--- src/rtl/playfield_renderer.sv ---
// rtl/playfield_renderer.sv - wall bitmap plus sprite frame renderer for the VGA pixel port
//
// Purpose: on a start request, emits one pixel per clock. It first scans the
// COLS x ROWS wall bitmap column-major, then draws every enabled sprite in
// index order. Off-playfield sprite pixels still use a cycle but are not
// plotted. A start/busy/done handshake wraps each frame.
//
// Ports:
//   i_clk, i_reset        clock, synchronous active-high reset
//   i_start               frame request, sampled only while o_busy=0
//   o_busy, o_done        frame in progress / one-cycle end-of-frame pulse
//   o_mem_addr            bitmap address col*ROWS+row (registered)
//   i_mem_rdata           bitmap bit, valid one cycle after o_mem_addr
//   i_spr_en/_x/_y/_colour  per-sprite enable, top-left cell and colour (packed)
//   o_x, o_y, o_colour    screen pixel coordinate and colour (registered)
//   o_plot                write strobe for o_x/o_y/o_colour
module playfield_renderer #(
  parameter int COLS     = 120,
  parameter int ROWS     = 100,
  parameter int X_OFF    = 20,
  parameter int Y_OFF    = 10,
  parameter int NSPR     = 2,
  parameter int SPR_W    = 4,
  parameter int SPR_H    = 6,
  parameter int COORD_W  = 8,
  parameter int COLOUR_W = 3,
  parameter logic [COLOUR_W-1:0] WALL_COLOUR = {COLOUR_W{1'b1}},
  parameter logic [COLOUR_W-1:0] BG_COLOUR   = {COLOUR_W{1'b0}},
  parameter int ADDR_W   = $clog2(COLS*ROWS)
) (
  input  logic                       i_clk,
  input  logic                       i_reset,
  input  logic                       i_start,
  output logic                       o_busy,
  output logic                       o_done,
  output logic [ADDR_W-1:0]          o_mem_addr,
  input  logic                       i_mem_rdata,
  input  logic [NSPR-1:0]            i_spr_en,
  input  logic [NSPR*COORD_W-1:0]    i_spr_x,
  input  logic [NSPR*COORD_W-1:0]    i_spr_y,
  input  logic [NSPR*COLOUR_W-1:0]   i_spr_colour,
  output logic [COORD_W-1:0]         o_x,
  output logic [COORD_W-1:0]         o_y,
  output logic [COLOUR_W-1:0]        o_colour,
  output logic                       o_plot
);

  localparam int SI_W = (NSPR > 1) ? $clog2(NSPR) : 1;

  typedef enum logic [1:0] {S_IDLE, S_FIELD, S_SPRITE, S_DONE} state_t;

  state_t r_state, w_next;

  // Frame-start snapshot of the sprite inputs
  logic [NSPR-1:0]          r_en;
  logic [NSPR*COORD_W-1:0]  r_sx, r_sy;
  logic [NSPR*COLOUR_W-1:0] r_scol;

  // Scan counters: field cell and sprite pixel being fetched this cycle
  logic [COORD_W-1:0] r_col, r_row, r_c, r_r;
  logic [SI_W-1:0]    r_si;
  logic               r_spr_act;   // r_si names a sprite still being drawn
  logic               r_drain;     // second of the two pipeline drain cycles
  logic [ADDR_W-1:0]  r_mem_addr;

  // Stage 1 of the pixel pipeline, lined up with the memory read latency
  logic                r_p1_valid, r_p1_field, r_p1_plot;
  logic [COORD_W-1:0]  r_p1_x, r_p1_y;
  logic [COLOUR_W-1:0] r_p1_colour;

  logic                w_field_last, w_spr_last;
  logic                w_first_found, w_next_found;
  logic [SI_W-1:0]     w_first_idx, w_next_idx;
  logic [COORD_W-1:0]  w_sx, w_sy;
  logic [COLOUR_W-1:0] w_scol;
  logic [COORD_W:0]    w_px, w_py;   // one extra bit so sx+c cannot wrap

  assign w_field_last = (r_col == COORD_W'(COLS-1)) && (r_row == COORD_W'(ROWS-1));
  assign w_spr_last   = (r_c == COORD_W'(SPR_W-1)) && (r_r == COORD_W'(SPR_H-1));

  // Lowest enabled sprite overall, and lowest enabled sprite after r_si.
  // Descending loops so the lowest index is the last one written.
  always_comb begin
    w_first_found = 1'b0;
    w_first_idx   = '0;
    w_next_found  = 1'b0;
    w_next_idx    = '0;
    for (int i = NSPR-1; i >= 0; i--) begin
      if (r_en[i]) begin
        w_first_found = 1'b1;
        w_first_idx   = SI_W'(i);
      end
      if (r_en[i] && (SI_W'(i) > r_si)) begin
        w_next_found = 1'b1;
        w_next_idx   = SI_W'(i);
      end
    end
  end

  always_comb begin
    w_sx   = '0;
    w_sy   = '0;
    w_scol = '0;
    for (int i = 0; i < NSPR; i++) begin
      if (r_si == SI_W'(i)) begin
        w_sx   = r_sx[i*COORD_W +: COORD_W];
        w_sy   = r_sy[i*COORD_W +: COORD_W];
        w_scol = r_scol[i*COLOUR_W +: COLOUR_W];
      end
    end
    w_px = {1'b0, w_sx} + {1'b0, r_c};
    w_py = {1'b0, w_sy} + {1'b0, r_r};
  end

  always_ff @(posedge i_clk) begin
    if (i_reset) r_state <= S_IDLE;
    else         r_state <= w_next;
  end

  // SPRITE also covers two drain cycles so the last fetched pixel reaches
  // the output registers before DONE.
  always_comb begin
    w_next = r_state;
    case (r_state)
      S_IDLE:   if (i_start) w_next = S_FIELD;
      S_FIELD:  if (w_field_last) w_next = S_SPRITE;
      S_SPRITE: if (!r_spr_act && r_drain) w_next = S_DONE;
      S_DONE:   w_next = i_start ? S_FIELD : S_IDLE;
      default:  w_next = S_IDLE;
    endcase
  end

  assign o_busy     = (r_state == S_FIELD) || (r_state == S_SPRITE);
  assign o_done     = (r_state == S_DONE);
  assign o_mem_addr = r_mem_addr;

  always_ff @(posedge i_clk) begin
    if (i_reset) begin
      r_en <= '0; r_sx <= '0; r_sy <= '0; r_scol <= '0;
      r_col <= '0; r_row <= '0; r_c <= '0; r_r <= '0; r_si <= '0;
      r_spr_act <= 1'b0; r_drain <= 1'b0; r_mem_addr <= '0;
      r_p1_valid <= 1'b0; r_p1_field <= 1'b0; r_p1_plot <= 1'b0;
      r_p1_x <= '0; r_p1_y <= '0; r_p1_colour <= '0;
      o_x <= '0; o_y <= '0; o_colour <= '0; o_plot <= 1'b0;
    end else begin
      r_p1_valid <= 1'b0;
      case (r_state)
        S_IDLE, S_DONE: begin
          if (i_start) begin
            r_en <= i_spr_en; r_sx <= i_spr_x; r_sy <= i_spr_y; r_scol <= i_spr_colour;
            r_col <= '0; r_row <= '0; r_mem_addr <= '0;
          end
        end
        S_FIELD: begin
          r_p1_valid <= 1'b1;
          r_p1_field <= 1'b1;
          r_p1_plot  <= 1'b1;
          r_p1_x     <= COORD_W'(X_OFF) + r_col;
          r_p1_y     <= COORD_W'(Y_OFF) + r_row;
          if (w_field_last) begin
            r_spr_act <= w_first_found;
            r_si      <= w_first_idx;
            r_c       <= '0;
            r_r       <= '0;
            r_drain   <= 1'b0;
          end else begin
            r_mem_addr <= r_mem_addr + ADDR_W'(1);
            if (r_row == COORD_W'(ROWS-1)) begin
              r_row <= '0;
              r_col <= r_col + COORD_W'(1);
            end else begin
              r_row <= r_row + COORD_W'(1);
            end
          end
        end
        S_SPRITE: begin
          if (r_spr_act) begin
            r_p1_valid  <= 1'b1;
            r_p1_field  <= 1'b0;
            r_p1_plot   <= (w_px < (COORD_W+1)'(COLS)) && (w_py < (COORD_W+1)'(ROWS));
            r_p1_x      <= COORD_W'(X_OFF) + w_px[COORD_W-1:0];
            r_p1_y      <= COORD_W'(Y_OFF) + w_py[COORD_W-1:0];
            r_p1_colour <= w_scol;
            if (w_spr_last) begin
              r_c       <= '0;
              r_r       <= '0;
              r_si      <= w_next_idx;
              r_spr_act <= w_next_found;
            end else if (r_r == COORD_W'(SPR_H-1)) begin
              r_r <= '0;
              r_c <= r_c + COORD_W'(1);
            end else begin
              r_r <= r_r + COORD_W'(1);
            end
          end else begin
            r_drain <= 1'b1;
          end
        end
        default: ;
      endcase

      // Stage 2: wall colour comes straight from the memory read port
      o_plot <= r_p1_valid && r_p1_plot;
      if (r_p1_valid) begin
        o_x      <= r_p1_x;
        o_y      <= r_p1_y;
        o_colour <= r_p1_field ? (i_mem_rdata ? WALL_COLOUR : BG_COLOUR) : r_p1_colour;
      end
    end
  end

endmodule

--- config.mk ---
export PLATFORM = sky130hd
export DESIGN_NAME = playfield_renderer
export DESIGN_NICKNAME = d
export VERILOG_FILES = /design/src/rtl/playfield_renderer.sv
export SDC_FILE = /design/constraint.sdc
export NUM_CORES = 1
export LEC_CHECK = 0
export BUFFER_PORTS_ARGS = -buffer_cell sky130_fd_sc_hd__buf_4
export CAP_MARGIN = 20
export CORE_UTILIZATION = 45
export DETAILED_ROUTE_END_ITERATION = 7
export HOLD_SLACK_MARGIN = 0.06
export PLACE_DENSITY = 0.72
export SYNTH_ARGS = -nofsm -noshare
export SYNTH_HDL_FRONTEND = slang
export SYNTH_SLANG_ARGS = --single-unit
--- constraint.sdc ---
create_clock -name i_clk -period 3.95 [get_ports i_clk]
set_input_delay 0.79 -clock i_clk [delete_from_list [all_inputs] [get_ports i_clk]]
set_output_delay 0.79 -clock i_clk [all_outputs]
set_load 0.05 [all_outputs]
# After elaboration in Yosys (flattened, before gate mapping)
# Cells that the tools add are included.
[classes]
n_bitwise = 0
add_sub_neg = 11
div_mod_pow = 0
eq_ne = 17
mux = 56
n_shift = 0
n_mul = 0
n_reduce_logical = 24
order_cmp = 4
[ops]
columns = ["operator", "n"]
rows = [
  ["$mux 8", 16],
  ["$pmux 8 s2", 6],
  ["$add 8x1->8 const B", 4],
  ["$mux 14", 2],
  ["$pmux 14 s2", 1],
  ["$add 8x8->9", 2],
  ["$lt 9x7->1 const B", 2],
  ["$mux 1", 18],
  ["$ne 2x2->1 const B", 9],
  ["$add 4x8->8 const A", 2],
  ["$add 5x8->8 const A", 2],
  ["$eq 8x7->1 const B", 2],
  ["$add 14x1->14 const B", 1],
  ["$pmux 1 s2", 6],
  ["$reduce_and 3->1", 4],
  ["$reduce_and 4->1", 3],
  ["$mux 3", 3],
  ["$eq 8x2->1 const B", 1],
  ["$eq 8x3->1 const B", 1],
  ["$pmux 2 s4", 1],
  ["$reduce_and 2->1", 4],
  ["$logic_and 1x1->1", 7],
  ["$mux 2", 3],
  ["$eq 2x2->1 const B", 2],
  ["8 further kinds", 10],
]
[word_totals]
regBits = 133
out_inout_bits = 36
inputBits = 44
mem_bits_ro = 0
mem_bits_rw = 0
latch_bits = 0
wordCells = 135
memories = 0

# Longest topological paths before layout
# Gate-level depths: netlist of the first run.
[logic_depth]
word_depth = 7
ltp_mapped = 14
mapped_depth_nobuf = 13

# Worst setup path before layout of the first run
# OpenSTA, ideal clock, no wires.
[synth_path]
kind = "register to register"
start = "reg r_state[0]"
end = "reg r_p1_y[7]"
setup_slack_ps = 503
required_time_ps = 3830
t_arrival_ps = 3327
path_stages_with_launch = 14
setup_ps = 120
path_cell_list = "dfxtp_1 -> inv_1 -> ha_1 -> clkbuf_1 -> clkbuf_1 -> buf_1 -> mux2_2 -> ha_1 -> o21a_1 -> or2_2 -> o22a_1 -> nand3_1 -> and4b_1 -> a211o_1"
[synth_via]
elab_chain_cells = 3
[synth_lines]
columns = ["element", "line", "rtl"]
rows = [
  ["from (decl)", "52", "state_t r_state, w_next;"],
  ["from (signal assigned)", "117", "else r_state <= w_next;"],
  ["$eq 2x2->1 / $eq 2x1->1 (equally long branches)", "147", "case (r_state)"],
  ["$ne 2x2->1 (no source line) / $reduce_bool 2->1 (equally long branches)", "n/a", ""],
  ["$reduce_and 2->1 (no source line)", "n/a", ""],
  ["to (signal assigned)", "159", "r_p1_y <= COORD_W'(Y_OFF) + r_row;"],
  ["to (signal assigned)", "182", "r_p1_y <= COORD_W'(Y_OFF) + w_py[COORD_W-1:0];"],
  ["to (decl)", "68", "logic [COORD_W-1:0] r_p1_x, r_p1_y;"],
]
# Parallel ways exist; a longest one is shown, timed or not.
# A chain may end at the register's enable or synchronous reset.

# Worst setup path after layout of the first run
[layout_path]
start = "reg r_si"
end = "reg r_p1_x[6]"
[layout_via]
elab_chain_cells = 5
[layout_lines]
columns = ["element", "line", "rtl"]
rows = [
  ["from (decl)", "61", "logic [SI_W-1:0] r_si;"],
  ["from (signal assigned)", "162", "r_si <= w_first_idx;"],
  ["from (signal assigned)", "187", "r_si <= w_next_idx;"],
  ["$mux 8", "105", "if (r_si == SI_W'(i)) begin"],
  ["$add 8x8->9", "111", "w_px = {1'b0, w_sx} + {1'b0, r_c};"],
  ["$add 5x8->8", "181", "r_p1_x <= COORD_W'(X_OFF) + w_px[COORD_W-1:0];"],
  ["$mux 8", "177", "if (r_spr_act) begin"],
  ["$pmux 8 s2", "147", ""],
  ["to (signal assigned)", "158", "r_p1_x <= COORD_W'(X_OFF) + r_col;"],
  ["to (signal assigned)", "181", ""],
  ["to (decl)", "68", ""],
]
# Every way passes these cells. The select of a mux whose other input is x is not followed.

==> impl_metrics.csv, run 1 <==
group,metric,value,unit
sta,max_slew.worst_pin.slew,0.9972,ns
worst_setup_path,r2r_cells,11,
finish,layout_common_cells,"133 x dfxtp_1, 113 x nand2_1, 94 x nor2_1",
detailed_routing,vias,5570,
sta,rsz0062_at_grt,"no",
synthesis,synthAdderAreaFrac,6.031,%
power,ir_drop,0.4714,mV
sta,fin_skew,0.007349,ns
clock_tree,ctsResizeCount,0,
finish,nFillCells,1351,
global_route,grt_pass1_vias,5115,
worst_setup_path,slowest_delay,0.41,ns
synthesis,synth_top_family_by_area,"simple AND/OR/NAND/NOR gates",
sta,maxSlewHeadroom,33.27,%
place,place_congestion,0.8608,
worst_setup_path,crit_arrival,3.62,ns
die,die_w,123.8,µm
detailed_routing,vias_per_cell,5.335,
die,start_util,45.96,%
sta,finalCritPeriodShare,83.66,%
detailed_routing,drc,0,
detailed_routing,postRouteAntennaNets,0,
finish,area_growth,19.80,%
finish,drive_gt1_share,17.79,%
synthesis,synth_edf_count,0,
detailed_routing,dr.pass1.iters,4,
die,core,14530,µm²
outcome,status,"completed",
clock_tree,cts_sinks,133,
global_route,grt_pass1_wl,24910,µm
detailed_routing,routed_wirelength,15180,µm
finish,n_antenna_cell,0,
synthesis,ys_seq_area_share,39.86,%
die,dieArea,15340,µm²
sta,final-setup-viol-count,0,
global_route,grt_max_degree,48,
clock_tree,numCtsBuffers,17,
synthesis,synth-main-ff-cell,"dfxtp_1",
worst_setup_path,cp-end-kind,"flip-flop",
synthesis,yosys.area_share.simple,21.37,%
worst_setup_path,cp_common_cell,"mux2_2",
synthesis,synth_cells,779,
worst_setup_path,startpoint_type,"flip-flop",
synthesis,yosysWarnings,0,
die,fp.dieH,123.8,µm
finish,fin_cells,1044,
clock_tree,hold_buffers,0,
place,dp.cells,1013,
clock_tree,clk_pin_slew_worst_paths,0.06,ns
synthesis,synth-seq-cells,133,
die,top_level_ports,80,
worst_setup_path,critPathSlowestCell,"fa_1",
worst_setup_path,path_class,"flip-flop to flip-flop",
synthesis,synth.distinct_cells,66,
sta,drv_slew,0,
sta,layout_min_cycle_time,3.305,ns
finish,layout_commonest_cell,"dfxtp_1",
clock_tree,cts_tree,"done",
die,num_rows,44,
synthesis,synth_area,6680,µm²
detailed_routing,drtIter0Drc,291,
synthesis,synth_nets,854,
synthesis,synth.area.mux_share,8.447,%
clock_tree,cts_setup_buffers,0,
power,p_per_area,581.1,nW/µm²
worst_setup_path,cp.required,4.27,ns
synthesis,synth_compound_area_share,14.61,%
global_route,overflow,0,
place,portBuffers,79,
synthesis,synthArstFlopShare,0,%
clock_tree,insertion_delay,0.43,ns
worst_setup_path,worstPathMaxFanout,19,
sta,max_freq,302.6,MHz
clock_tree,cts-htree-levels,4,
finish,final_core_utilization,55.06,%
place,hpwl,10640,µm
detailed_routing,wl_per_cell,14.54,µm
sta,hold_viol,0,
synthesis,syn_avg_cell_area,8.575,µm²
run,timing.max_cap.violations,0,
power,total_power,0.004650,W
worst_setup_path,crit_chain,"buf_4 -> mux2_2 -> ha_1 -> fa_1 -> a21o_1 -> a21oi_1 -> mux2_2 -> a22oi_1 -> xnor2_1 -> nor3_1 -> a31o_2",
global_route,grtUsageTotal,21.11,%
global_route,antenna_found_initial,0,
synthesis,synth_xor_area_share,6.556,%
clock_tree,clk_path_buf_depth,2,
worst_hold_path,min_path_cells,2,
finish,final_nets,923,
sta,tns,0,ns
clock_tree,cts-root-buf,"clkbuf_16",
power,leakagePower,3.198,nW
worst_hold_path,hp-class,"flip-flop to flip-flop",
## kinds of logic (layout without fill, tap and decap cells)
| group | count (synthesis) | in the layout |
|---|---|---|
| AND/OR/NAND/NOR | 305 | 305 |
| AO/OA/AOI/OAI | 151 | 151 |
| flip-flops | 133 | 133 |
| buffers and inverters | 55 | 136 |
| multiplexers | 54 | 54 |
| XOR/XNOR | 50 | 50 |
| adder cells (fa/ha/maj) | 31 | 31 |
## metal layers
metal | up-vias | routed length [µm] | global-route usage, % | share of wire, %
li1 | 2846 | - | - | -
met1 | 2576 | 7486 | 28.18 | 49
met2 | 126 | 6799 | 32.92 | 45
met3 | 22 | 606 | 4.533 | 4.0
met4 | 0 | 284 | 8.660 | 1.9
met5 | - | 0 | 0 | 0
## cell type report
cell class | instances | area [µm²] | share of cell area, %
clock buffer | 28 | 526.8 | 6.582
clock inverter | 3 | 40.04 | 0.5003
timing repair buffer | 89 | 668.1 | 8.349
sequential | 133 | 2663 | 33.27
inverter | 16 | 60.06 | 0.7505
multi-input combinational | 591 | 3815 | 47.67
tap | 184 | 230.2 | 2.877
## sequential cells by signal, indices dropped and copies added, names as in the netlist, 2 cells and up
| name | count |
|---|---|
| r_row | 8 |
| r_sx | 16 |
| r_scol | 6 |
| r_p1_y | 8 |
| o_x | 8 |
| r_r | 8 |
| r_col | 8 |
| r_sy | 16 |
| r_state | 2 |
| r_p1_x | 8 |
| o_colour | 3 |
| o_y | 8 |
| o_mem_addr | 14 |
| r_p1_colour | 3 |
| r_c | 8 |
| r_en | 2 |
## critical path, delay by kind of cell, from the launching register on
| kind | cells | cell delay (ns) |
|---|---|---|
| AO/OA/AOI/OAI | 4 | 0.90 |
| XOR/XNOR | 1 | 0.15 |
| adder cells (fa/ha/maj) | 2 | 0.62 |
| buffers and inverters | 1 | 0.30 |
| flip-flops | 1 | 0.39 |
| multiplexers | 2 | 0.77 |
| AND/OR/NAND/NOR | 1 | 0.06 |
## where the power goes
| part | switching (W) | leakage, nW | internal [W] | total (W) |
|---|---|---|---|---|
| logic | 0.000921 | 1.84 | 0.000521 | 0.00144 |
| registers | 0.000152 | 1.08 | 0.00155 | 0.00170 |
| clock network | 0.000549 | 0.280 | 0.000960 | 0.00151 |
## cells in the mapped netlist (all sizes together), types with 2 or more instances
| cell type | instances | share of area, % |
|---|---|---|
| a21oi | 68 | 5.2 |
| nand3b | 6 | 0.67 |
| nor4 | 3 | 0.60 |
| and4b | 2 | 0.30 |
| nand2 | 113 | 6.3 |
| or3 | 4 | 0.37 |
| nor2b | 8 | 0.75 |
| a31oi | 3 | 0.51 |
| buf | 10 | 0.60 |
| nor3 | 14 | 1.3 |
| nand4 | 10 | 0.94 |
| or4b | 3 | 0.45 |
| mux2 | 19 | 3.2 |
| ha | 29 | 5.4 |
| a22oi | 3 | 0.34 |
| and2 | 5 | 0.47 |
| fa | 2 | 0.60 |
| a211oi | 20 | 2.2 |
| a21o | 6 | 0.79 |
| clkbuf | 29 | 1.6 |
| o21ai | 24 | 1.8 |
| a31o | 2 | 0.26 |
| dfxtp | 133 | 40 |
| and3 | 12 | 1.1 |
| a221oi | 3 | 0.58 |
| nand2b | 4 | 0.37 |
| o21a | 3 | 0.34 |
| nor3b | 2 | 0.22 |
| xnor2 | 29 | 3.8 |
| o211ai | 4 | 0.66 |
| nor2 | 96 | 5.5 |
| xor2 | 21 | 2.8 |
| mux2i | 35 | 5.2 |
| nand3 | 18 | 1.3 |
| inv | 15 | 0.84 |
| o22ai | 2 | 0.19 |
| or2 | 2 | 0.19 |
| o22a | 2 | 0.26 |
## final timing paths
kind | endpoint | slack [ns] | start
worst max-delay path | r_p1_x[6] | 0.65 | r_si
worst min-delay path | r_sy[4] | 0.45 | r_sy[4]
worst max register to register | r_p1_x[6] | 0.65 | r_si
worst min register to register | r_sy[4] | 0.45 | r_sy[4]
## per-stage QoR
step	hold slack, ns	setup WS [ns]	area (µm²)
2_1_floorplan	0.4315	0.5033	6680
3_3_place_gp	0.4406	0.7389	7436
3_5_place_dp	0.4433	0.6871	7436
4_1_cts	0.4516	0.6708	8003
5_1_grt	0.4696	0.5166	8003
6_report	0.4520	0.6454	8003
Power figures use the tool's default switching activity.
==> run 2: changes to the inputs <==
Settings changed: ABC_AREA set to 1.
Clock period 3.95 ns to 3.3 ns, I/O delays scaled along.
==> impl_metrics.csv, run 2 <==
group,metric,value,unit
outcome,status,"completed",
finish,n_antenna_cell,0,
worst_setup_path,rrSetupSlack,0.45,ns
clock_tree,cts_tree,"done",
finish,nFillCells,1463,
run,timing.max_cap.violations,0,
power,total_power,0.006554,W
power,p_per_area,764.1,nW/µm²
power,ir_drop,0.4571,mV
power,leakagePower,3.891,nW
finish,drive_gt1_share,13.57,%
sta,drv_slew,0,
clock_tree,hold_buffers,0,
clock_tree,cts-root-buf,"clkbuf_16",
synthesis,synth_cells,1066,
sta,max_slew.worst_pin.slew,0.7156,ns
sta,tns,0,ns
finish,layout_commonest_cell,"nand2_1",
finish,final_core_utilization,55.81,%
synthesis,yosysMostFrequentCell,"nand2_1",
clock_tree,clk_pin_slew_worst_paths,0.06,ns
power,switching_share,39.03,%
die,start_util,46.56,%
clock_tree,clk_path_buf_depth,2,
place,portBuffers,79,
sta,max_freq,350.5,MHz
place,placed_area,7956,µm²
worst_setup_path,r2r_end,"r_p1_y[7]",
finish,seq_area,2663,µm²
worst_setup_path,path_class,"flip-flop to flip-flop",
worst_setup_path,r2r_cells,15,
worst_hold_path,min_path_cells,3,
finish,area_growth,19.86,%
worst_setup_path,worstPathMaxFanout,10,
synthesis,ys_seq_area_share,37.20,%
sta,maxSlewHeadroom,51.93,%
place,place_congestion,0.8854,
synthesis,synth.distinct_cells,46,
detailed_routing,wl_per_cell,13.43,µm
synthesis,synth_edf_count,0,
worst_setup_path,cp-end-kind,"flip-flop",
synthesis,synth_nets,1141,
clock_tree,cts_sinks,133,
die,top_level_ports,80,
power,p_clk_share,30.7,%
detailed_routing,dr.pass1.iters,6,
clock_tree,cts_setup_buffers,0,
clock_tree,insertion_delay,0.42,ns
finish,final_nets,1213,
global_route,grtUsageTotal,23.37,%
detailed_routing,drc,0,
detailed_routing,drtIter0Drc,453,
worst_setup_path,cp.required,3.63,ns
sta,fin_skew,0.006435,ns
worst_hold_path,hp-class,"input port to flip-flop",
synthesis,syn_avg_cell_area,6.714,µm²
global_route,overflow,0,
detailed_routing,postRouteAntennaNets,0,
synthesis,synthTopCellsByCount,"235 x nand2_1, 195 x nor2_1, 133 x dfxtp_1, 92 x o21ai_0, 91 x inv_1",
die,fp.dieH,128.1,µm
sta,hold_viol,0,
worst_setup_path,crit_arrival,3.18,ns
place,dp.cells,1330,
finish,fin_area,8578,µm²
synthesis,synth-seq-cells,133,
die,dieArea,16410,µm²
worst_setup_path,r2r-start,"r_si",
place,hpwl,13260,µm
worst_hold_path,hold_start,"i_spr_y[6]",
synthesis,yosys-top-cells-area,"dfxtp_1 37%, nand2_1 12%, nor2_1 10%, o21ai_0 6.4%, ha_1 5.1%",
global_route,grt_pass1_wl,30280,µm
power,p_comb_share,35.4,%
global_route,grt_max_degree,43,
sta,layout_min_cycle_time,2.853,ns
die,core,15370,µm²
worst_setup_path,startpoint_type,"flip-flop",
finish,multi_input_area,3939,µm²
sta,rsz0062_at_grt,"no",
sta,finalCritPeriodShare,86.47,%
power,p_sw,0.002558,W
synthesis,synth_area,7157,µm²
finish,layout_common_cells,"235 x nand2_1, 194 x nor2_1, 133 x dfxtp_1",
die,num_rows,45,
detailed_routing,vias,6889,
die,die_w,128.1,µm
power,p_seq_share,34.0,%
detailed_routing,vias_per_cell,5.062,
worst_hold_path,worst_hold_path.endpoint,"r_sy[6]",
global_route,grt_pass1_vias,6171,
clock_tree,numCtsBuffers,17,
clock_tree,cts-htree-levels,4,
clock_tree,ctsResizeCount,0,
synthesis,synthArstFlopShare,0,%
sta,final-setup-viol-count,0,
synthesis,synth_top_cell_by_area,"dfxtp_1",
detailed_routing,routed_wirelength,18280,µm
synthesis,yosysWarnings,0,
power,p_int,0.003996,W
global_route,antenna_found_initial,0,
synthesis,synth_top_area_share,37.20,%
finish,fin_cells,1361,
synthesis,synth-main-ff-cell,"dfxtp_1",
==> run 2: changes by cell type after synthesis, sizes merged, moves of 35 or more <==
| cell | before | now |
|---|---|---|
| o21ai | 24 | 97 |
| nand3 | 18 | 70 |
| inv | 15 | 94 |
| mux2i | 35 | 0 |
| nand2 | 113 | 243 |
| nor2 | 96 | 196 |
==> run 2: how the worst max path moves through the flow <==
| stage | end | cells after the start | slack, ns | startpoint |
|---|---|---|---|---|
| global placement | r_p1_y[7] | 15 | 0.51 | r_si |
| CTS | r_p1_y[7] | 15 | 0.45 | r_si |
| detailed placement | r_p1_y[7] | 15 | 0.46 | r_si |
| global route | r_p1_y[7] | 15 | 0.11 | r_si |
| finish | r_p1_y[7] | 15 | 0.45 | r_si |
| floorplan | r_p1_y[7] | 19 | 0.58 | r_si |
==> run 2: critical path, cell delays in order (launching register included) <==
cell,delay (ns)
dfxtp_1,0.48
inv_1,0.20
or2_2,0.30
o21ai_0,0.19
fa_1,0.49
o21ai_0,0.29
ha_1,0.20
inv_1,0.05
nand3_1,0.10
nand2_1,0.10
inv_1,0.08
nand3_1,0.06
nand2_1,0.06
nand3_1,0.06
nand2_1,0.07
inv_1,0.03
==> run 2: through the flow <==
step,hold WS (ns),worst slack [ns]
2_1_floorplan,0.4159,0.5773
3_3_place_gp,0.4496,0.5135
3_5_place_dp,0.4608,0.4576
4_1_cts,0.4447,0.4471
5_1_grt,0.4580,0.1115
6_report,0.4538,0.4466
==> run 2: kinds of logic (layout without fill, tap and decap cells) <==
logic type / after synthesis / count (layout) / share of synthesized area, %
flops: 133 / 133 / 37.20
buf+inv: 140 / 224 / 7.797
simple gates: 568 / 568 / 33.95
fa+ha+maj: 31 / 31 / 5.629
compound gates: 173 / 173 / 12.85
xor+xnor: 21 / 21 / 2.570
==> run 2: final cells by class <==
| cell class | instances | share of cell area (%) |
|---|---|---|
| multi-input combinational | 793 | 45.92 |
| sequential | 133 | 31.04 |
| timing repair buffer | 97 | 8.489 |
| clock buffer | 20 | 5.207 |
| inverter | 96 | 4.230 |
| tap | 211 | 3.078 |
| clock inverter | 11 | 2.042 |
==> run 2: layer usage <==
| layer | track usage (%) | wire [µm] | vias up |
|---|---|---|---|
| li1 | - | - | 3605 |
| met1 | 33.66 | 9308 | 3093 |
| met2 | 35.33 | 7854 | 172 |
| met3 | 3.798 | 827 | 19 |
| met4 | 7.682 | 287 | 0 |
| met5 | 0 | 0 | - |
==> run 2: power groups by stage <==
stage / clock [W] / sequential (W) / combinational (W)
global placement: 0 / 0.00225 / 0.00227
detailed placement: 0 / 0.00224 / 0.00229
floorplan: 0 / 0.00229 / 0.00159
global route: 0.00211 / 0.00226 / 0.00260
finish: 0.00201 / 0.00223 / 0.00232
CTS: 0.00203 / 0.00222 / 0.00231
==> run 3: changes to the inputs <==
Settings changed: CORE_UTILIZATION 45 to 59, PLACE_DENSITY 0.72 to 0.88.
==> impl_metrics.csv, run 3 (same netlist as run 2, synthesis figures left out) <==
group,metric,value,unit
sta,hold_viol,0,
detailed_routing,routed_wirelength,18730,µm
power,p_clk_share,28.0,%
global_route,antenna_found_initial,1,
power,p_comb_share,36.8,%
sta,drv_slew,0,
clock_tree,numCtsBuffers,17,
clock_tree,ctsResizeCount,0,
power,p_seq_share,35.2,%
finish,fin_area,8389,µm²
run,timing.max_cap.violations,0,
worst_setup_path,worstPathMaxFanout,10,
outcome,status,"complete, but fails checks",
power,total_power,0.006338,W
detailed_routing,vias,7220,
detailed_routing,vias_per_cell,5.597,
power,ir_drop,0.3707,mV
detailed_routing,wl_per_cell,14.52,µm
place,place_congestion,0.9657,
power,p_per_area,755.5,nW/µm²
die,core,11610,µm²
die,dieArea,12570,µm²
die,num_rows,39,
die,start_util,61.62,%
worst_hold_path,hp-class,"input port to flip-flop",
global_route,grt_pass1_wl,31650,µm
detailed_routing,drc,10,
detailed_routing,postRouteAntennaNets,0,
global_route,grtUsageTotal,31.15,%
worst_hold_path,min_path_cells,3,
detailed_routing,dr.pass1.iters,8,
finish,layout_commonest_cell,"nand2_1",
finish,n_antenna_cell,0,
global_route,overflow,0,
die,die_w,112.1,µm
clock_tree,cts-htree-levels,4,
power,p_sw,0.002556,W
sta,max_slew.worst_pin.slew,0.7291,ns
finish,layout_common_cells,"235 x nand2_1, 194 x nor2_1, 133 x dfxtp_1",
outcome,violations,"DRC",
die,fp.dieH,112.1,µm
power,switching_share,40.32,%
worst_setup_path,cp-end-kind,"flip-flop",
clock_tree,cts_sinks,133,
clock_tree,clk_path_buf_depth,2,
clock_tree,hold_buffers,0,
sta,max_freq,338.0,MHz
worst_setup_path,path_class,"flip-flop to flip-flop",
worst_setup_path,startpoint_type,"flip-flop",
sta,maxSlewHeadroom,51.02,%
sta,tns,0,ns
sta,rsz0062_at_grt,"no",
worst_setup_path,r2r_cells,15,
detailed_routing,drtIter0Drc,626,
clock_tree,clk_pin_slew_worst_paths,0.06,ns
finish,final_nets,1209,
sta,fin_skew,0.009543,ns
place,hpwl,12660,µm
clock_tree,cts_tree,"done",
finish,drive_gt1_share,13.08,%
finish,area_growth,17.22,%
power,p_int,0.003782,W
sta,layout_min_cycle_time,2.958,ns
die,top_level_ports,80,
clock_tree,cts-root-buf,"clkbuf_16",
power,leakagePower,3.847,nW
place,placed_area,7841,µm²
global_route,grt_pass1_vias,6958,
worst_setup_path,cp.required,3.62,ns
clock_tree,insertion_delay,0.42,ns
worst_setup_path,crit_arrival,3.28,ns
place,portBuffers,79,
global_route,grt_max_degree,43,
sta,finalCritPeriodShare,89.65,%
clock_tree,cts_setup_buffers,0,
sta,final-setup-viol-count,0,
## run 3: cell count changes in the layout (fill, tap and decap cells not counted)
cell        before  now
buf_4           97   93
bufinv_16        4    1
clkbuf_1         2    5
clkinv_2         1    4
clkinvlp_4       2    0
inv_6            2    0
clkbuf_8         1    2
clkinv_4         2    3
## run 3: critical path, cell delays in order (launching register included)
cell     delay (ns)
dfxtp_1        0.52
inv_1          0.23
or2_2          0.32
o21ai_0        0.16
fa_1           0.49
o21ai_0        0.32
ha_1           0.21
inv_1          0.05
nand3_1        0.11
nand2_1        0.10
inv_1          0.08
nand3_1        0.06
nand2_1        0.06
nand3_1        0.06
nand2_1        0.06
inv_1          0.03
## run 3: metal layers
metal	track usage [%]	part of all wire [%]	vias to the layer above	routed length (µm)
li1	-	-	3592	-
met1	38.59	45	3281	8348
met2	51.22	45	294	8505
met3	7.559	6.7	53	1264
met4	14.67	3.2	0	608
met5	0	0	-	0
## run 3: layout make-up
type | instances | area, µm²
tap | 143 | 178.9
fill | 901 | 3224
multi-input combinational | 793 | 3939
clock inverter | 8 | 76.32
timing repair buffer | 93 | 698.2
sequential | 133 | 2663
clock buffer | 24 | 471.7
inverter | 96 | 362.8
## run 3: final timing paths
path | from | end | slack [ns]
min reg2reg | r_p1_colour[1] | o_colour[1] | 0.48
max | r_si | r_p1_y[7] | 0.34
max reg2reg | r_si | r_p1_y[7] | 0.34
min | i_spr_x[2] | r_sx[2] | 0.46
## run 3: through the flow
step / hold WS, ns / utilization (%) / setup slack (ns) / cells
after floorplan: 0.4159 / - / 0.5773 / 1066
after global placement: 0.4513 / 67.52 / 0.5340 / 1258
after detailed placement: 0.4658 / 67.52 / 0.4321 / 1258
after CTS: 0.4578 / 72.24 / 0.3835 / 1290
after global routing: 0.4583 / 72.24 / 0.002614 / 1290
final: 0.4600 / 72.24 / 0.3416 / 1290
## run 3: power groups by stage
stage	Combinational, W	Sequential (W)	Clock (W)
4_1_cts	0.00230	0.00222	0.00177
6_report	0.00233	0.00223	0.00177
2_1_floorplan	0.00159	0.00229	0
3_5_place_dp	0.00226	0.00224	0
3_3_place_gp	0.00221	0.00224	0
5_1_grt	0.00260	0.00227	0.00185
